## config.mk

```make
export PLATFORM = sky130hd
export DESIGN_NAME = conv_encoder_sys
export DESIGN_NICKNAME = d
export VERILOG_FILES = /design/src/rtl/conv_encoder_sys.sv
export SDC_FILE = /design/constraint.sdc
export NUM_CORES = 1
export LEC_CHECK = 0
export ABC_AREA = 1
export CORE_ASPECT_RATIO = 0.9
export CORE_UTILIZATION = 30
export DETAILED_ROUTE_END_ITERATION = 8
export SLEW_MARGIN = 20
export SYNTH_ARGS = -nofsm -noshare
export SYNTH_HDL_FRONTEND = slang
export SYNTH_SLANG_ARGS = --single-unit
```

## constraint.sdc

```tcl
create_clock -name clk -period 3.19 [get_ports clk]
set_input_delay 0.638 -clock clk [delete_from_list [all_inputs] [get_ports clk]]
set_output_delay 0.638 -clock clk [all_outputs]
set_load 0.02 [all_outputs]
```

## src/rtl/conv_encoder_sys.sv

```systemverilog
`default_nettype none
// ============================================================================
// Module      : conv_encoder_sys
// Description : Rate-1/2 convolutional encoder, K selectable 3..6. Serialises
//               a FRAME_LEN-bit word MSB first, one 2-bit symbol per bit,
//               under a valid/ready handshake. Optional zero tail.
// Options     : TAIL_FLUSH_EN - when defined, K-1 zero-input tail symbols
//               terminate each frame so the trellis ends in state 0.
// Revision    : 1.0 - initial release
// ============================================================================
module conv_encoder_sys #(
  parameter int FRAME_LEN = 16,
  parameter int MAX_K     = 6
) (
  input  logic                 clk,
  input  logic                 rst,
  input  logic [2:0]           choose_constraint_length,
  input  logic [FRAME_LEN-1:0] data_in,
  input  logic                 data_valid,
  output logic                 data_ready,
  output logic [1:0]           encoded_bits,
  output logic                 sym_valid,
  input  logic                 sym_ready,
  output logic                 frame_done
);

  localparam int CNT_W = $clog2(FRAME_LEN + MAX_K);
  localparam logic [CNT_W-1:0] c_frame_len = CNT_W'(FRAME_LEN);

`ifdef TAIL_FLUSH_EN
  typedef enum logic [1:0] {ST_IDLE = 2'd0, ST_ENCODE = 2'd1, ST_FLUSH = 2'd2} state_t;
`else
  typedef enum logic [1:0] {ST_IDLE = 2'd0, ST_ENCODE = 2'd1} state_t;
`endif

  state_t               r_state;
  state_t               w_state_nxt;
  logic [FRAME_LEN-1:0] r_data;      // remaining payload, next bit at MSB
  logic [MAX_K-2:0]     r_sr;        // past inputs, most recent at MSB
  logic [2:0]           r_k;
  logic [CNT_W-1:0]     r_cnt;       // symbols emitted so far this frame
  logic [1:0]           r_sym;
  logic                 r_sym_valid;
  logic                 r_frame_done;

  logic                 w_xfer;
  logic                 w_load;
  logic                 w_emit;
  logic                 w_last;
  logic                 w_u;
  logic [2:0]           w_k_in;
  logic [2:0]           w_k_sel;
  logic [MAX_K-2:0]     w_sr_src;
  logic [MAX_K-1:0]     w_win;
  logic [MAX_K-1:0]     w_g0_raw;
  logic [MAX_K-1:0]     w_g1_raw;
  logic [MAX_K-1:0]     w_g0;
  logic [MAX_K-1:0]     w_g1;
  logic [2:0]           w_shift;
  logic [1:0]           w_sym;
`ifdef TAIL_FLUSH_EN
  logic [CNT_W-1:0]     w_total;
  assign w_total = c_frame_len + CNT_W'(r_k) - CNT_W'(1);
`endif

  assign w_xfer  = r_sym_valid & sym_ready;
  // Out-of-range selections fall back to K=3
  assign w_k_in  = (choose_constraint_length >= 3'd3 && choose_constraint_length <= 3'd6)
                   ? choose_constraint_length : 3'd3;
  // A load encodes its first bit from the freshly latched K and a cleared register
  assign w_k_sel  = w_load ? w_k_in : r_k;
  assign w_sr_src = w_load ? '0 : r_sr;
  assign w_win    = {w_u, w_sr_src};

  // Polynomials are left-aligned to MAX_K bits so the MSB always taps the
  // current input and taps beyond K-1 bits of history fall on zeros
  always_comb begin
    w_g0_raw = MAX_K'('o7);
    w_g1_raw = MAX_K'('o5);
    case (w_k_sel)
      3'd4:    begin w_g0_raw = MAX_K'('o15); w_g1_raw = MAX_K'('o17); end
      3'd5:    begin w_g0_raw = MAX_K'('o23); w_g1_raw = MAX_K'('o35); end
      3'd6:    begin w_g0_raw = MAX_K'('o53); w_g1_raw = MAX_K'('o75); end
      default: begin w_g0_raw = MAX_K'('o7);  w_g1_raw = MAX_K'('o5);  end
    endcase
  end

  assign w_shift = 3'(MAX_K) - w_k_sel;
  assign w_g0    = w_g0_raw << w_shift;
  assign w_g1    = w_g1_raw << w_shift;
  assign w_sym   = {^(w_g0 & w_win), ^(w_g1 & w_win)};

  // Next-state and symbol-emission control
  always_comb begin
    w_state_nxt = r_state;
    w_load      = 1'b0;
    w_emit      = 1'b0;
    w_last      = 1'b0;
    w_u         = 1'b0;
    case (r_state)
      ST_IDLE: begin
        if (data_valid) begin
          w_load      = 1'b1;
          w_emit      = 1'b1;
          w_u         = data_in[FRAME_LEN-1];
          w_state_nxt = ST_ENCODE;
        end
      end
      ST_ENCODE: begin
        if (w_xfer) begin
          if (r_cnt == c_frame_len) begin
`ifdef TAIL_FLUSH_EN
            w_emit      = 1'b1;
            w_state_nxt = ST_FLUSH;
`else
            w_last      = 1'b1;
            w_state_nxt = ST_IDLE;
`endif
          end else begin
            w_emit = 1'b1;
            w_u    = r_data[FRAME_LEN-1];
          end
        end
      end
`ifdef TAIL_FLUSH_EN
      ST_FLUSH: begin
        if (w_xfer) begin
          if (r_cnt == w_total) begin
            w_last      = 1'b1;
            w_state_nxt = ST_IDLE;
          end else begin
            w_emit = 1'b1;
          end
        end
      end
`endif
      default: w_state_nxt = ST_IDLE;
    endcase
  end

  // State, datapath and registered symbol outputs
  always_ff @(posedge clk) begin
    if (rst) begin
      r_state      <= ST_IDLE;
      r_data       <= '0;
      r_sr         <= '0;
      r_k          <= 3'd3;
      r_cnt        <= '0;
      r_sym        <= 2'b00;
      r_sym_valid  <= 1'b0;
      r_frame_done <= 1'b0;
    end else begin
      r_state      <= w_state_nxt;
      r_frame_done <= w_last;
      if (w_load) begin
        r_data <= data_in << 1;
        r_k    <= w_k_in;
      end else if (w_emit) begin
        r_data <= r_data << 1;
      end
      if (w_emit) begin
        r_sym       <= w_sym;
        r_sym_valid <= 1'b1;
        r_sr        <= {w_u, w_sr_src[MAX_K-2:1]};
        r_cnt       <= w_load ? CNT_W'(1) : r_cnt + CNT_W'(1);
      end else if (w_last) begin
        r_sym_valid <= 1'b0;
      end
    end
  end

  assign data_ready   = (r_state == ST_IDLE);
  assign encoded_bits = r_sym;
  assign sym_valid    = r_sym_valid;
  assign frame_done   = r_frame_done;

endmodule
`default_nettype wire

```

==> results of run 1 <==
-- metal layers --
layer  vias up  GRT usage [%]  routed length (microns)
met3         6           3.80                      195
met1       840           19.1                     2380
li1       1054              -                        -
met5         -              0                        0
met2        33           21.7                     1860
met4         0           3.81                       51
-- layout by cell type, fill, tap and decap left out, drive strengths merged --
| cell | synthesis | final |
|---|---|---|
| a211oi | 1 | 1 |
| a21oi | 20 | 20 |
| a22oi | 6 | 6 |
| a31oi | 8 | 8 |
| and3 | 1 | 1 |
| buf | 4 | 6 |
| clkbuf | 5 | 6 |
| clkdlybuf4s50 | 0 | 27 |
| clkinv | 3 | 3 |
| clkinvlp | 0 | 1 |
| dfxtp | 33 | 33 |
| ha | 7 | 7 |
| inv | 39 | 39 |
| nand2 | 112 | 112 |
| nand3 | 27 | 27 |
| nand4 | 6 | 6 |
| nor2 | 16 | 16 |
| nor3 | 3 | 3 |
| nor3b | 1 | 1 |
| o2111ai | 1 | 1 |
| o211ai | 2 | 2 |
| o21a | 1 | 1 |
| o21ai | 9 | 9 |
| o21bai | 1 | 1 |
| xor2 | 1 | 1 |
-- logic make-up (layout without fill, tap and decap cells) --
group,after synthesis,in the layout
AOI/OAI and AO/OA,49,49
xor gates and xnor gates,1,1
adders and majority gates,7,7
buffers and inverters,51,82
DFF,33,33
and+or+nand+nor,166,166
-- stage by stage --
stage	instances	utilization [%]	setup slack, ns
6_report	428	38.2	0.352
3_5_place_dp	421	36.8	0.0969
4_1_cts	428	38.2	0.382
5_1_grt	428	38.2	0.105
2_1_floorplan	307	-	0.563
3_3_place_gp	421	36.8	0.139
-- registers in the layout, indices dropped and copies added (netlist names) --
name          cells
r_data           15
r_cnt             5
r_sr              5
r_k               3
encoded_bits      2
frame_done        1
r_state           1
sym_valid         1
-- synth_stat cells (all sizes together) --
library cell	instances	area, sq um
a21oi	20	111
a31oi	8	50.1
o2111ai	1	8.76
nor3b	1	7.51
o21bai	1	7.51
nand3	27	158
xor2	1	8.76
clkbuf	5	18.8
dfxtp	33	661
nand2	112	485
and3	1	6.26
nand4	6	37.5
o21a	1	7.51
o21ai	9	45.0
buf	4	32.5
o211ai	2	15.0
nor2	16	90.1
inv	39	146
ha	7	87.6
nor3	3	15.0
a211oi	1	7.51
a22oi	6	45.0
clkinv	3	11.3
-- cell type report --
type | instances | share of cell area (%)
clock buffer | 6 | 3.26
clock inverter | 1 | 0.297
inverter | 42 | 6.23
multi-input combinational | 223 | 47.2
sequential | 33 | 26.1
tap | 90 | 4.45
timing repair buffer | 33 | 12.5
-- power by group --
| part | leakage [nW] | total (mW) | internal, mW | switching, mW |
|---|---|---|---|---|
| registers | 0.270 | 0.444 | 0.433 | 0.0110 |
| clock network | 0.0433 | 0.318 | 0.170 | 0.147 |
| logic | 0.780 | 0.237 | 0.0945 | 0.143 |
-- worst min-delay path: stages, from the launching register on --
cell and delay [ns]:
dfxtp_1 0.31, nand2_1 0.06, a21oi_1 0.05
-- worst min-delay path by stage --
stage / from / end / cells past startpoint
2_1_floorplan: r_data[1] / r_data[1] / 2
3_3_place_gp: r_data[1] / r_data[1] / 2
3_5_place_dp: r_data[3] / r_data[3] / 2
4_1_cts: r_data[3] / r_data[3] / 2
5_1_grt: r_sr[4] / r_sr[4] / 2
6_report: r_data[3] / r_data[3] / 2
==> metrics.md, run 1 <==
| Metric | Value |
|---|---|
| DR pass1 iterations | 4 |
| RR Startpoint | r_state[0] |
| Ys Warns | 0 |
| Final clock skew | approximately 0.0055 ns |
| Slew margin rel. | between 70 and 80% |
| Clock Sinks | 33 |
| DIE WIDTH | about 89 microns |
| Critical R2R Capture | encoded_bits[1] |
| CTS tree | done |
| Cells after Synth | between 300 and 400 |
| Mux share of post-synthesis cell area | 0% |
| Initial antenna violation count | 0 |
| Final Hold Vio Count | 0 |
| P_leak | 1.09 nW |
| CP bufs+invs | 5 |
| Vias in the first global route | around 1800 |
| Critical Path Start | data_valid |
| Hold WS | 0.464 ns |
| Total power | about 1.0 mW |
| Die outline area | between 0.007 and 0.008 sq mm |
| Setup Viol. Count Final | 0 |
| Port bufs | 27 |
| Seq cells post-synth | 33 |
| Max clock buf depth | 2 |
| Syn Nets | about 340 |
| Fmax | approximately 350 MHz |
| Tmin final | between 2 and 3 ns |
| CP max stage delay | about 0.5 ns |
| XOR/XNOR share of the synthesized area | less than 1% |
| Critical path class | in -> reg |
| CP arrival | a little over 3 ns |
| Outcome | complete, no violations |
| DRC violations left | 0 |
| Final period util | approximately 89% |
| Core area | 0.00662 sq mm |
| Worst-path clk slew | about 0.060 ns |
| N_diodes | 0 |
| FF-to-FF setup slack | ~0.72 ns |
| Gp weighted congestion | 0.784 |
| GRT Total Usage | roughly 14% |
| Final Cell Area | about 0.0025 sq mm |
| Initial Util | 31.2% |
| Proportion of layout cells with a drive suffix above 1 | around an eighth |
| P per Cell Area | 395 mW/mm^2 |
| ANT nets after route | 0 |
| Post-synthesis compound-gate area fraction | 14.4% |
| Crit-path cells | clkdlybuf4s50_1 > nand2_2 > a21oi_2 > inv_2 > ha_1 > clkinv_1 > nor2_1 > nand3_1 > nand2_1 > inv_2 > nand2_1 > nand2_1 > nand3_1 > nand2_1 > nand2_1 > nand3_1 > nand2_1 > inv_1 |
| First-pass GRT wire length | just under 8000 microns |
| Syn avg cell area | around 6.7 sq um |
| Setup TNS | 0 ns |
| HPWL after DPL | 3370 microns |
| # fillers | between 600 and 700 |
| Synth unique cells | 33 |
| Max VDD drop | approximately 0.19 mV |
| Fin. max-slew vios | 0 |
| # hold bufs at CTS | 0 |
| CTS buffer count | 5 |
| CP Max Fanout | 5 |
| Largest net degree at the start of global routing | 23 |
| Die Ht | slightly above 80 microns |
| R2R depth | 19 |
| Mapped Area | roughly 0.0021 sq mm |
| Initial DRC count | 94 |
| Required @ worst endpoint | approximately 3.4 ns |
| Row cnt | 28 |
| FF/Latch Area | 661 sq um |
| H-tree depth | 2 |
| WP depth | 18 |
| Multi-input logic area | roughly 0.0012 sq mm |
| Routed len/inst | 10.5 microns |
| Post-Synth Adder-Cell Area | about 4.2% |
| Worst setup SP type | primary input |
| WL final | between 4000 and 5000 microns |
| Crit path capture type | flop |
| Most used cell, CP | nand2_1 |
| Worst Tran Pin Value | roughly 0.37 ns |
| Post-synthesis sequential area ratio | 32.0% |
| Area after DPL | between 0.002 and 0.0025 sq mm |
| Clock root cell | clkbuf_8 |
| I/O pins | 28 |
| Fin nets | ~370 |
| Post-Synth Simple-Gate Area | between 30% and 40% |
| Largest family of logic cells by synthesized area | simple AND/OR/NAND/NOR gates |
| Crit path capture | encoded_bits[1] |
| Gr ovfl total | 0 |
| RSZ-0062 raised after global routing | no |
| # Post-CTS Setup Buffers | 0 |
| Slowest CP cell | clkdlybuf4s50_1 |
| Clk_lat worst skew | approximately 0.28 ns |
| Routed vias | between 1500 and 2000 |
| Post-CTS sizing | 0 |
| Area Growth Syn to Fin | 22.6% |
| Max-Cap Viols | 0 |
| Largest delay share family, worst path | simple AND/OR/NAND/NOR gates |
| Hold WC Path Type | reg -> reg |
| Vias per inst | roughly 4.5 |
(Power assumes the default switching activity.)
==> run 2, diff against run 1 <==
ABC_CLOCK_PERIOD_IN_PS = 3190   (was not set)
==> results of run 2 <==
No change in the layout: final DEF, timing and power equal those of run 1.
==> run 3, diff against run 2 <==
ABC_CLOCK_PERIOD_IN_PS = 3000   (was 3190)
clock period = 3 ns   (was 3.19 ns; I/O delays follow)
==> run 3 against run 2 <==
Compared with the run above:
- clock skew is 0.0014 ns higher
- worst setup slack got worse by 0.0079 ns
- cell count increased by 1.2%
- sequential power up 6.3%
- via count is 2.8% higher
- largest cell class unchanged
- utilization rose by 0.77 points
- worst hold slack improved by 0.0020 ns
- highest routed layer unchanged
- power grew 14%
==> metrics.md, run 3 (synthesis gave the netlist of run 1 again) <==
| Metric | Value |
|---|---|
| Outcome | complete, no violations (unchanged) |
| Max VDD drop | 0.340 mV (was 0.194 mV) |
| HPWL after DPL | 3540 microns (was 3370 microns) |
| Clk_lat worst skew | 0.28 ns (about the same) |
| Worst Tran Pin Value | 0.372 ns (was 0.370 ns) |
| CP max stage delay | 0.49 ns (was 0.51 ns) |
| P_leak | 1.13 nW (was 1.09 nW) |
| Max clock buf depth | 2 (unchanged) |
| I/O pins | 28 (unchanged) |
| First-pass GRT wire length | 8160 microns (was 7910 microns) |
| Commonest non-fill, non-tap cells in the layout | nand2_1 (98), inv_1 (36), dfxtp_1 (33), clkdlybuf4s50_1 (27), nand3_1 (24) (unchanged) |
| Max-Cap Viols | 0 (unchanged) |
| Gr ovfl total | 0 (unchanged) |
| DRC violations left | 0 (unchanged) |
| Core area | 0.00662 sq mm (unchanged) |
| CP arrival | 2.84 ns (was 3.02 ns) |
| CP Max Fanout | 5 (unchanged) |
| P per Cell Area | 440 mW/mm^2 (was 395 mW/mm^2) |
| Gp weighted congestion | 0.853 (was 0.784) |
| Slew margin rel. | 75.1% (was 75.3%) |
| Hold WS | 0.466 ns (was 0.464 ns) |
| Most used cell, CP | nand2_1 (unchanged) |
| N_diodes | 0 (unchanged) |
| WL final | 4720 microns (was 4480 microns) |
| Clock root cell | clkbuf_8 (unchanged) |
| # Post-CTS Setup Buffers | 0 (unchanged) |
| Fmax | between 300 and 400 MHz |
| Initial DRC count | 74 (was 94) |
| Crit path capture type | flop (unchanged) |
| Fin. max-slew vios | 0 (unchanged) |
| Row cnt | 28 (unchanged) |
| Proportion of layout cells with a drive suffix above 1 | 13.7% (was 12.4%) |
| Fin nets | 373 (was 368) |
| Final clock skew | 0.00697 ns (was 0.00554 ns) |
| Hold WC Path Type | reg -> reg (unchanged) |
| Critical path class | in -> reg (unchanged) |
| Slowest CP cell | clkdlybuf4s50_1 (unchanged) |
| Largest net degree at the start of global routing | 23 (unchanged) |
| DR pass1 iterations | 4 (unchanged) |
| Max reg flops | 15 (unchanged) |
| Total power | 1.14 mW (was 0.999 mW) |
| Initial antenna violation count | 0 (unchanged) |
| Final period util | between 80% and 90% |
| Area Growth Syn to Fin | 25.1% (was 22.6%) |
| # hold bufs at CTS | 0 (unchanged) |
| Clock Sinks | 33 (unchanged) |
| Routed len/inst | 10.9 microns (was 10.5 microns) |
| GRT Total Usage | 14.5% (was 14.1%) |
| Routed vias | 1988 (was 1933) |
| Commonest non-fill, non-tap cell in the layout | nand2_1 (unchanged) |
| # fillers | 703 (was 681) |
| Worst setup SP type | primary input (unchanged) |
| Die Ht | 80.7 microns (unchanged) |
| CTS buffer count | 5 (unchanged) |
| CTS tree | done (unchanged) |
| Port bufs | 27 (unchanged) |
| Vias in the first global route | 1865 (was 1799) |
| Worst-path clk slew | 0.06 ns (about the same) |
| ANT nets after route | 0 (unchanged) |
| Largest delay share family, worst path | simple AND/OR/NAND/NOR gates (unchanged) |
| Post-CTS sizing | 0 (unchanged) |
| Die outline area | 0.00721 sq mm (unchanged) |
| Crit-path cells | clkdlybuf4s50_1 > nand2_2 > a21oi_1 > a21oi_2 > ha_1 > o211ai_1 > nand3_2 > nand2_1 > nand2_1 > nand3_1 > nand2_1 > nand2_1 > inv_1 > nand2_1 > nand3_1 > nand2_1 > inv_1 (was clkdlybuf4s50_1 > nand2_2 > a21oi_2 > inv_2 > ha_1 > clkinv_1 > nor2_1 > nand3_1 > nand2_1 > inv_2 > nand2_1 > nand2_1 > nand3_1 > nand2_1 > nand2_1 > nand3_1 > nand2_1 > inv_1) |
| Setup Viol. Count Final | 0 (unchanged) |
| Top reg by flops | r_data (unchanged) |
| Initial Util | 31.2% (unchanged) |
| Regs by FF count | r_data x15, r_cnt x5, r_sr x5 (unchanged) |
| Tmin final | 2.66 ns |
| Setup TNS | 0 ns (unchanged) |
| CP bufs+invs | 3 (was 5) |
| Required @ worst endpoint | 3.18 ns (was 3.37 ns) |
| Vias per inst | 4.59 (was 4.52) |
| RSZ-0062 raised after global routing | no (unchanged) |
| DIE WIDTH | 89.4 microns (unchanged) |
| H-tree depth | 2 (unchanged) |
| Final Hold Vio Count | 0 (unchanged) |
## run 3: path summary, 6_finish.rpt
kind                                  from               to  slack [ns]  cells past startpoint
worst min register to register   r_data[3]        r_data[3]        0.47                      2
worst max-delay path            data_valid  encoded_bits[1]        0.34                     17
worst max register to register  r_state[0]  encoded_bits[1]        0.65                     18
worst min-delay path             r_data[3]        r_data[3]        0.47                      2
## run 3: worst reg2reg max path: cells and delay by family (launching register included)
kind            cells  cell delay (ns)
buf+inv             4             0.23
fa+ha+maj           1             0.21
simple gates       10             0.84
compound gates      3             0.58
flops               1             0.38
## run 3: cell type report
class	count	area, sq um	share of cell area [%]
inverter	42	158	6.11
multi-input combinational	223	1190	46.2
sequential	33	661	25.6
clock buffer	5	68.8	2.67
clock inverter	2	35.0	1.36
timing repair buffer	38	353	13.7
tap	90	113	4.36
## run 3: report_power, final
part | internal, mW | switching [mW]
logic | 0.108 | 0.155
clock network | 0.241 | 0.160
registers | 0.460 | 0.0121
total | 0.810 | 0.327
## run 3: metal layers
metal / GRT usage [%] / up-vias / routed length, microns
met1: 20.1 / 881 / 2470
met3: 3.29 / 2 / 247
met2: 22.6 / 46 / 1980
li1: - / 1059 / -
met5: 0 / - / 0
met4: 3.81 / 0 / 19
## run 3: through the flow
stage | setup WS [ns] | instance area (sq um) | util (%) | std cells
2_1_floorplan | 0.411 | 2060 | - | 307
3_3_place_gp | 0.0771 | 2480 | 37.4 | 426
3_5_place_dp | 0.0489 | 2480 | 37.4 | 426
4_1_cts | 0.340 | 2580 | 39.0 | 433
5_1_grt | 0.0777 | 2580 | 39.0 | 433
6_report | 0.344 | 2580 | 39.0 | 433
